`src/rtl/alu_exec_stage.sv`:
```
// ALU execute stage: one-hot decoded 16-function ALU feeding a 2-entry result queue.
// Optional build macro ALU_ONEHOT_CHECK_EN flags op vectors that are not exactly one-hot.
module alu_exec_stage #(
  parameter int DATA_WIDTH = 16
) (
  input  logic                  clk,
  input  logic                  reset_n,
  input  logic [15:0]           op_onehot,
  input  logic [DATA_WIDTH-1:0] in_a,
  input  logic [DATA_WIDTH-1:0] in_b,
  input  logic                  in_valid,
  output logic                  in_ready,
  output logic [DATA_WIDTH-1:0] out_result,
  output logic                  out_ovf,
  output logic                  out_err,
  output logic                  out_valid,
  input  logic                  out_ready
);

  localparam int QDEPTH = 2;
  localparam int MSB    = DATA_WIDTH - 1;

  typedef enum logic [3:0] {
    OP_ADD, OP_SUB, OP_ID,  OP_NOT,  OP_AND, OP_OR,  OP_NAND, OP_NOR,
    OP_XOR, OP_XNOR, OP_LLS, OP_LRS, OP_ALS, OP_ARS, OP_TCP,  OP_ZERO
  } op_e;

  op_e             op_sel;
  logic            op_any;
  logic [MSB:0]    sum;
  logic [MSB:0]    diff;
  logic [MSB:0]    res;
  logic            ovf;
  logic            err;

  assign sum  = in_a + in_b;
  assign diff = in_a - in_b;

  always_comb begin
    // NOTE: every variable gets a default before any branch so no latch is inferred.
    op_sel = OP_ZERO;
    op_any = 1'b0;
    res    = '0;
    ovf    = 1'b0;
    err    = 1'b0;
    // Lowest set bit wins; an all-zero vector falls through to ZERO.
    for (int i = 0; i < 16; i++) begin
      if (op_onehot[i] && !op_any) begin
        op_sel = op_e'(4'(i));
        op_any = 1'b1;
      end
    end
    case (op_sel)
      OP_ADD: begin
        res = sum;
        ovf = (in_a[MSB] == in_b[MSB]) && (sum[MSB] != in_a[MSB]);
      end
      OP_SUB: begin
        res = diff;
        ovf = (in_a[MSB] != in_b[MSB]) && (diff[MSB] != in_a[MSB]);
      end
      OP_ID:   res = in_a;
      OP_NOT:  res = ~in_a;
      OP_AND:  res = in_a & in_b;
      OP_OR:   res = in_a | in_b;
      OP_NAND: res = ~(in_a & in_b);
      OP_NOR:  res = ~(in_a | in_b);
      OP_XOR:  res = in_a ^ in_b;
      OP_XNOR: res = ~(in_a ^ in_b);
      OP_LLS:  res = {in_a[MSB-1:0], 1'b0};
      OP_LRS:  res = {1'b0, in_a[MSB:1]};
      OP_ALS:  res = {in_a[MSB-1:0], 1'b0};
      OP_ARS:  res = {in_a[MSB], in_a[MSB:1]};
      OP_TCP:  res = -in_a;
      default: res = '0;
    endcase
`ifdef ALU_ONEHOT_CHECK_EN
    if ((op_onehot == 16'h0000) || ((op_onehot & (op_onehot - 16'd1)) != 16'h0000)) begin
      res = '0;
      ovf = 1'b0;
      err = 1'b1;
    end
`endif
  end

  logic [MSB:0] mem_result [QDEPTH];
  logic         mem_ovf    [QDEPTH];
  logic         mem_err    [QDEPTH];
  logic         wr_ptr;
  logic         rd_ptr;
  logic [1:0]   count;
  logic         ready_en;
  logic         push;
  logic         pop;

  // ready_en holds in_ready low through reset and releases it on the first edge after.
  assign in_ready  = ready_en && ((count < 2'(QDEPTH)) || out_ready);
  assign out_valid = (count != 2'd0);
  assign push      = in_valid && in_ready;
  assign pop       = out_valid && out_ready;

  assign out_result = out_valid ? mem_result[rd_ptr] : '0;
  assign out_ovf    = out_valid ? mem_ovf[rd_ptr]    : 1'b0;
  assign out_err    = out_valid ? mem_err[rd_ptr]    : 1'b0;

  // NOTE: storage has no reset; outputs are masked by out_valid, so stale contents never leak.
  always_ff @(posedge clk) begin
    if (push) begin
      mem_result[wr_ptr] <= res;
      mem_ovf[wr_ptr]    <= ovf;
      mem_err[wr_ptr]    <= err;
    end
  end

  always_ff @(posedge clk or negedge reset_n) begin
    if (!reset_n) begin
      wr_ptr   <= 1'b0;
      rd_ptr   <= 1'b0;
      count    <= 2'd0;
      ready_en <= 1'b0;
    end else begin
      ready_en <= 1'b1;
      if (push) wr_ptr <= ~wr_ptr;
      if (pop)  rd_ptr <= ~rd_ptr;
      case ({push, pop})
        2'b10:   count <= count + 2'd1;
        2'b01:   count <= count - 2'd1;
        default: count <= count;
      endcase
    end
  end

endmodule

```
`config.mk`:
```
export PLATFORM = sky130hd
export DESIGN_NAME = alu_exec_stage
export DESIGN_NICKNAME = d
export VERILOG_FILES = /design/src/rtl/alu_exec_stage.sv
export SDC_FILE = /design/constraint.sdc
export NUM_CORES = 1
export LEC_CHECK = 0
export CAP_MARGIN = 30
export CORE_UTILIZATION = 57
export DETAILED_ROUTE_END_ITERATION = 10
export MAX_ROUTING_LAYER = met4
export PLACE_DENSITY_LB_ADDON = 0.1
export SYNTH_ARGS = -nofsm -noshare
export SYNTH_HDL_FRONTEND = slang
export SYNTH_SLANG_ARGS = --single-unit
```
`constraint.sdc`:
```
create_clock -name clk -period 2.9 [get_ports clk]
set_clock_uncertainty 0.2 [all_clocks]
set_input_delay 0.87 -clock clk [delete_from_list [all_inputs] [get_ports clk]]
set_output_delay 0.87 -clock clk [all_outputs]
set_load 0.02 [all_outputs]
```
==> flow_metrics.env, run 1 <==
export IMPL_ys_warn_count=0
export IMPL_ys_dominant_reg_cell="edfxtp_1"
export IMPL_hpwl_um=15800
export IMPL_dp_cells=957
export IMPL_cts_path_max_buffers=2
export IMPL_synth_edf_count=34
export IMPL_ios=72
export IMPL_tool_error="[ERROR GRT-0116] Global routing finished with congestion. Check the congestion regions in the DRC Viewer."
export IMPL_htreeDepth=2
export IMPL_muxShareOfSynthArea_pct=4.14
export IMPL_yosys_area_share_simple_pct=20.9
export IMPL_initial_core_util_pct=58.9
export IMPL_yosysSeqAreaShare_pct=22.3
export IMPL_port_buffers=69
export IMPL_haltStage="global routing (5_1_grt)"
export IMPL_grt_start_max_net_pins=20
export IMPL_clock_sinks=39
export IMPL_synth_seq_cells=39
export IMPL_rows=34
export IMPL_die_h_um=96.9
export IMPL_async_flop_share_pct=12.8
export IMPL_cts_buffers=5
export IMPL_synth_adder_area_share_pct=12.7
export IMPL_gr_total_overflow=41
export IMPL_syn_avg_cell_area_sq_um=8.12
export IMPL_syn_num_nets=736
export IMPL_synth_xor_area_share_pct=5.97
export IMPL_grt_total_usage_pct=74.6
export IMPL_syn_area_sq_mm=0.00514
export IMPL_die_x_um=96.9
export IMPL_grt_pass1_wl_um=52500
export IMPL_grt_pass1_vias=9000
export IMPL_status="did not finish"
export IMPL_synth_top_family_by_area="compound AO/OA/AOI/OAI gates"
export IMPL_synth_compound_area_share_pct=26.4
export IMPL_synth_cells=633
export IMPL_root_buffer="clkbuf_8"
export IMPL_gp_congestion=1.04
export IMPL_placed_area_sq_mm=0.00751
export IMPL_yosys_cell_types_count=76
==> through the flow <==
step	hold slack [ns]	utilization, %	setup WS, ns
4_1_cts	0.334	97.1	-0.423
3_5_place_dp	0.295	86.2	-1.07
3_3_place_gp	0.288	86.2	-0.958
2_1_floorplan	0.259	-	-0.250
==> metal layers <==
layer	overflow	track usage (%)
met5	-	-
met4	20	81.7
met3	0	46.5
met2	21	94.9
met1	0	72.3
==> Yosys cell counts (all sizes together) (10+ instances only) <==
cell type,n,area share (%)
nor2,87,6.4
inv,51,3.7
ha,49,12
a21oi,46,4.5
edfxtp,34,20
nand2,32,2.3
xnor2,30,5.1
clkbuf,26,1.9
o21ai,26,2.5
a221oi,23,3.9
mux2i,19,3.7
nor3,18,2.3
nand3,14,1.6
buf,12,1.7
o2111ai,10,1.8
o211ai,10,1.5
==> what timing repair did <==
action                                  in CTS
hold buffers                                 0
buffers inserted                            44
resized for setup                          258
pin swaps                                   83
endpoints found under the setup margin      38
==> cells by family after synthesis <==
logic type | after synthesis
AND/OR/NAND/NOR | 210
XOR/XNOR | 35
flip-flops | 39
AO/OA/AOI/OAI | 186
other | 2
buffers and inverters | 89
multiplexers | 21
adder cells (fa/ha/maj) | 51
==> run 2, diff against run 1 <==
Settings changed: CORE_UTILIZATION 57 to 40, MAX_ROUTING_LAYER met4 to not set, PLACE_DENSITY_LB_ADDON 0.1 to 0.15.
==> run 2 against run 1 <==
Net effect: the flow now finishes, with violations (setup timing); synthesized cell count unchanged; area after synthesis unchanged.
==> flow_metrics.env, run 2 <==
export IMPL_path_class="primary input to flop"
export IMPL_num_vias=6245
export IMPL_largest_reg_flops=32
export IMPL_cts_tree="built"
export IMPL_startpoint_type="primary input"
export IMPL_syn_avg_cell_area_sq_um=8.12
export IMPL_arrival_ns=3.02
export IMPL_yosys_cell_types_count=76
export IMPL_clock_sinks=39
export IMPL_hpwl_um=15500
export IMPL_rsz0062_at_grt="true"
export IMPL_post_route_min_period_ns=3.22
export IMPL_violations="setup timing"
export IMPL_layout_nets=1020
export IMPL_syn_area_sq_mm=0.00514
export IMPL_final_cell_mix="buf_4, nor2_1, buf_6"
export IMPL_grt_total_usage_pct=30.5
export IMPL_rrSetupSlack_ns=1.15
export IMPL_root_buffer="clkbuf_16"
export IMPL_timing_max_cap_violations=0
export IMPL_area_growth_syn_to_layout_pct=74.3
export IMPL_grt_start_max_net_pins=19
export IMPL_clk_pin_slew_ns=0.06
export IMPL_antenna_found_initial=0
export IMPL_hold_viol=0
export IMPL_ys_warn_count=0
export IMPL_max_slew_margin_rel_pct=63.6
export IMPL_status="complete, but fails checks"
export IMPL_cts_path_max_buffers=2
export IMPL_final_common_cell="buf_4"
export IMPL_avgRoutedWirePerCell_um=19.0
export IMPL_initial_core_util_pct=40.9
export IMPL_postRouteAntennaNets=0
export IMPL_worst_path_max_fanout=4
export IMPL_grtUsageMet3_pct=3.16
export IMPL_synth_seq_cells=39
export IMPL_hp_class="flop to flop"
export IMPL_worst_pin_slew_ns=0.546
export IMPL_slew_viol_final=0
export IMPL_fmax_ghz=0.311
export IMPL_die_h_um=115
export IMPL_drc=0
export IMPL_port_buffers=69
export IMPL_ys_dominant_reg_cell="edfxtp_1"
export IMPL_htreeDepth=2
export IMPL_rr_endpoint="count[1]$_DFFE_PN0P_"
export IMPL_endpoint_kind="flop"
export IMPL_die_x_um=115
export IMPL_syn_num_nets=736
export IMPL_clock_latency_ns=0.28
export IMPL_gp_congestion=0.927
export IMPL_met1_usage_pct=36.5
export IMPL_setup_violations_final=32
export IMPL_final_cell_area_sq_mm=0.00895
export IMPL_rows=41
export IMPL_dieArea_sq_mm=0.0133
export IMPL_gr_total_overflow=0
export IMPL_gr_usage_met2_pct=55.8
export IMPL_top_regs="mem_result: 32 flops, count: 2 flops, mem_ovf: 2 flops"
export IMPL_top_register="mem_result"
export IMPL_grt_pass1_wl_um=31100
export IMPL_synthTopCellsByArea="edfxtp_1, ha_1, nor2_1, xnor2_1, a21oi_1"
export IMPL_ctsHoldBuffers=0
export IMPL_drtIter0Drc=423
export IMPL_p_leak_uw=0.00387
export IMPL_drtPass1Iterations=5
export IMPL_cts_buffers=5
export IMPL_diodes=0
export IMPL_r2r_start="count[1]$_DFFE_PN0P_"
export IMPL_hp_start="count[1]$_DFFE_PN0P_"
export IMPL_yosys_area_top_type="edfxtp_1"
export IMPL_async_flop_share_pct=12.8
export IMPL_synthTopCellsByCount="nor2_1, inv_1, ha_1"
export IMPL_irDropWorstVdd_v=0.000237
export IMPL_core_sq_mm=0.0126
export IMPL_drive_gt1_share_pct=48.7
export IMPL_ios=72
export IMPL_synth_most_common_cell="nor2_1"
export IMPL_reg2regPathDepth=7
export IMPL_grt_busiest_layer="met2"
export IMPL_final_period_utilization_pct=111
export IMPL_dp_slack_ns=-1.17
export IMPL_whs_path_depth=1
export IMPL_grt_pass1_vias=6203
export IMPL_synth_edf_count=34
export IMPL_yosysSeqAreaShare_pct=22.3
export IMPL_placed_area_sq_mm=0.00775
export IMPL_avgViaCountPerCell=5.73
export IMPL_wirelength_um=20700
export IMPL_powerDensity_mw_per_mm2=375
export IMPL_hold_end="count[1]$_DFFE_PN0P_"
export IMPL_setup_ws_ns=-0.319
export IMPL_synth_cells=633
export IMPL_worstPathRequired_ns=2.70
export IMPL_setup_tns_final_ns=-5.03
export IMPL_final_util_pct=71.2
export IMPL_synth_top_cell_area_share_pct=19.9
run 2: cell counts after synthesis:
Identical to the previous run, type by type.
run 2: area by class of cell:
cell class                 instances  area, sq um
tap                              172          215
multi-input combinational        506         4490
sequential                        39         1150
clock inverter                     3         20.0
timing repair buffer             314         2730
fill                             988         3610
clock buffer                       5          125
inverter                          51          233
run 2: how the worst max path moves through the flow:
stage	start	endpoint	cells past startpoint
after CTS	in_a[9]	mem_result[1][15]$_DFFE_PP_	9
after global routing	in_a[6]	mem_result[1][15]$_DFFE_PP_	9
final	in_a[6]	mem_result[1][15]$_DFFE_PP_	9
after global placement	in_b[10]	mem_result[0][14]$_DFFE_PP_	10
after floorplan	in_a[4]	mem_result[0][15]$_DFFE_PP_	10
after detailed placement	in_b[10]	mem_result[1][14]$_DFFE_PP_	10
run 2: per-layer routing:
metal	vias up	wire (um)
met5	-	0
met2	220	10500
met4	0	666
met3	58	1020
li1	2915	-
met1	3052	8530
run 2: power by group:
part           switching, uW  total (uW)  leakage, uW  internal, uW
registers               38.4         766     0.000370           728
logic                   1050        2070      0.00343          1020
clock network            209         525    0.0000658           316
run 2: critical path, stage by stage:
cell and delay (ns):
buf_8 0.10, buf_6 0.11, nor4_4 0.34, nand4_1 0.16, or3_1 0.35, or3_1 0.33
a221o_1 0.32, a211oi_2 0.28, o211ai_1 0.15
run 2: timing repair:
action | in CTS | in global routing
gates resized for setup | 233 | 121
cloned | 1 | 0
setup endpoints to repair | 35 | 38
pin swaps | 82 | 83
setup buffers | 31 | 17
run 2: through the flow:
stage / power (uW) / hold WS, ns / instances
after detailed placement: 2610 / 0.288 / 1043
after global routing: 3540 / 0.320 / 1090
final: 3360 / 0.300 / 1090
after floorplan: 1790 / 0.259 / 633
after global placement: 2570 / 0.278 / 1043
after CTS: 3260 / 0.303 / 1080
run 2: kinds of logic (layout without fill, tap and decap cells):
kind of cell    Yosys count  in the layout  synth area share, %
simple gates            210            211                 20.9
compound gates          186            186                 26.4
buf+inv                  89            373                 7.40
fa+ha+maj                51             51                 12.7
flops                    39             39                 22.3
xor+xnor                 35             35                 5.97
mux                      21             21                 4.14
other cells               2              2                0.146
Power figures use the tool's default switching activity.
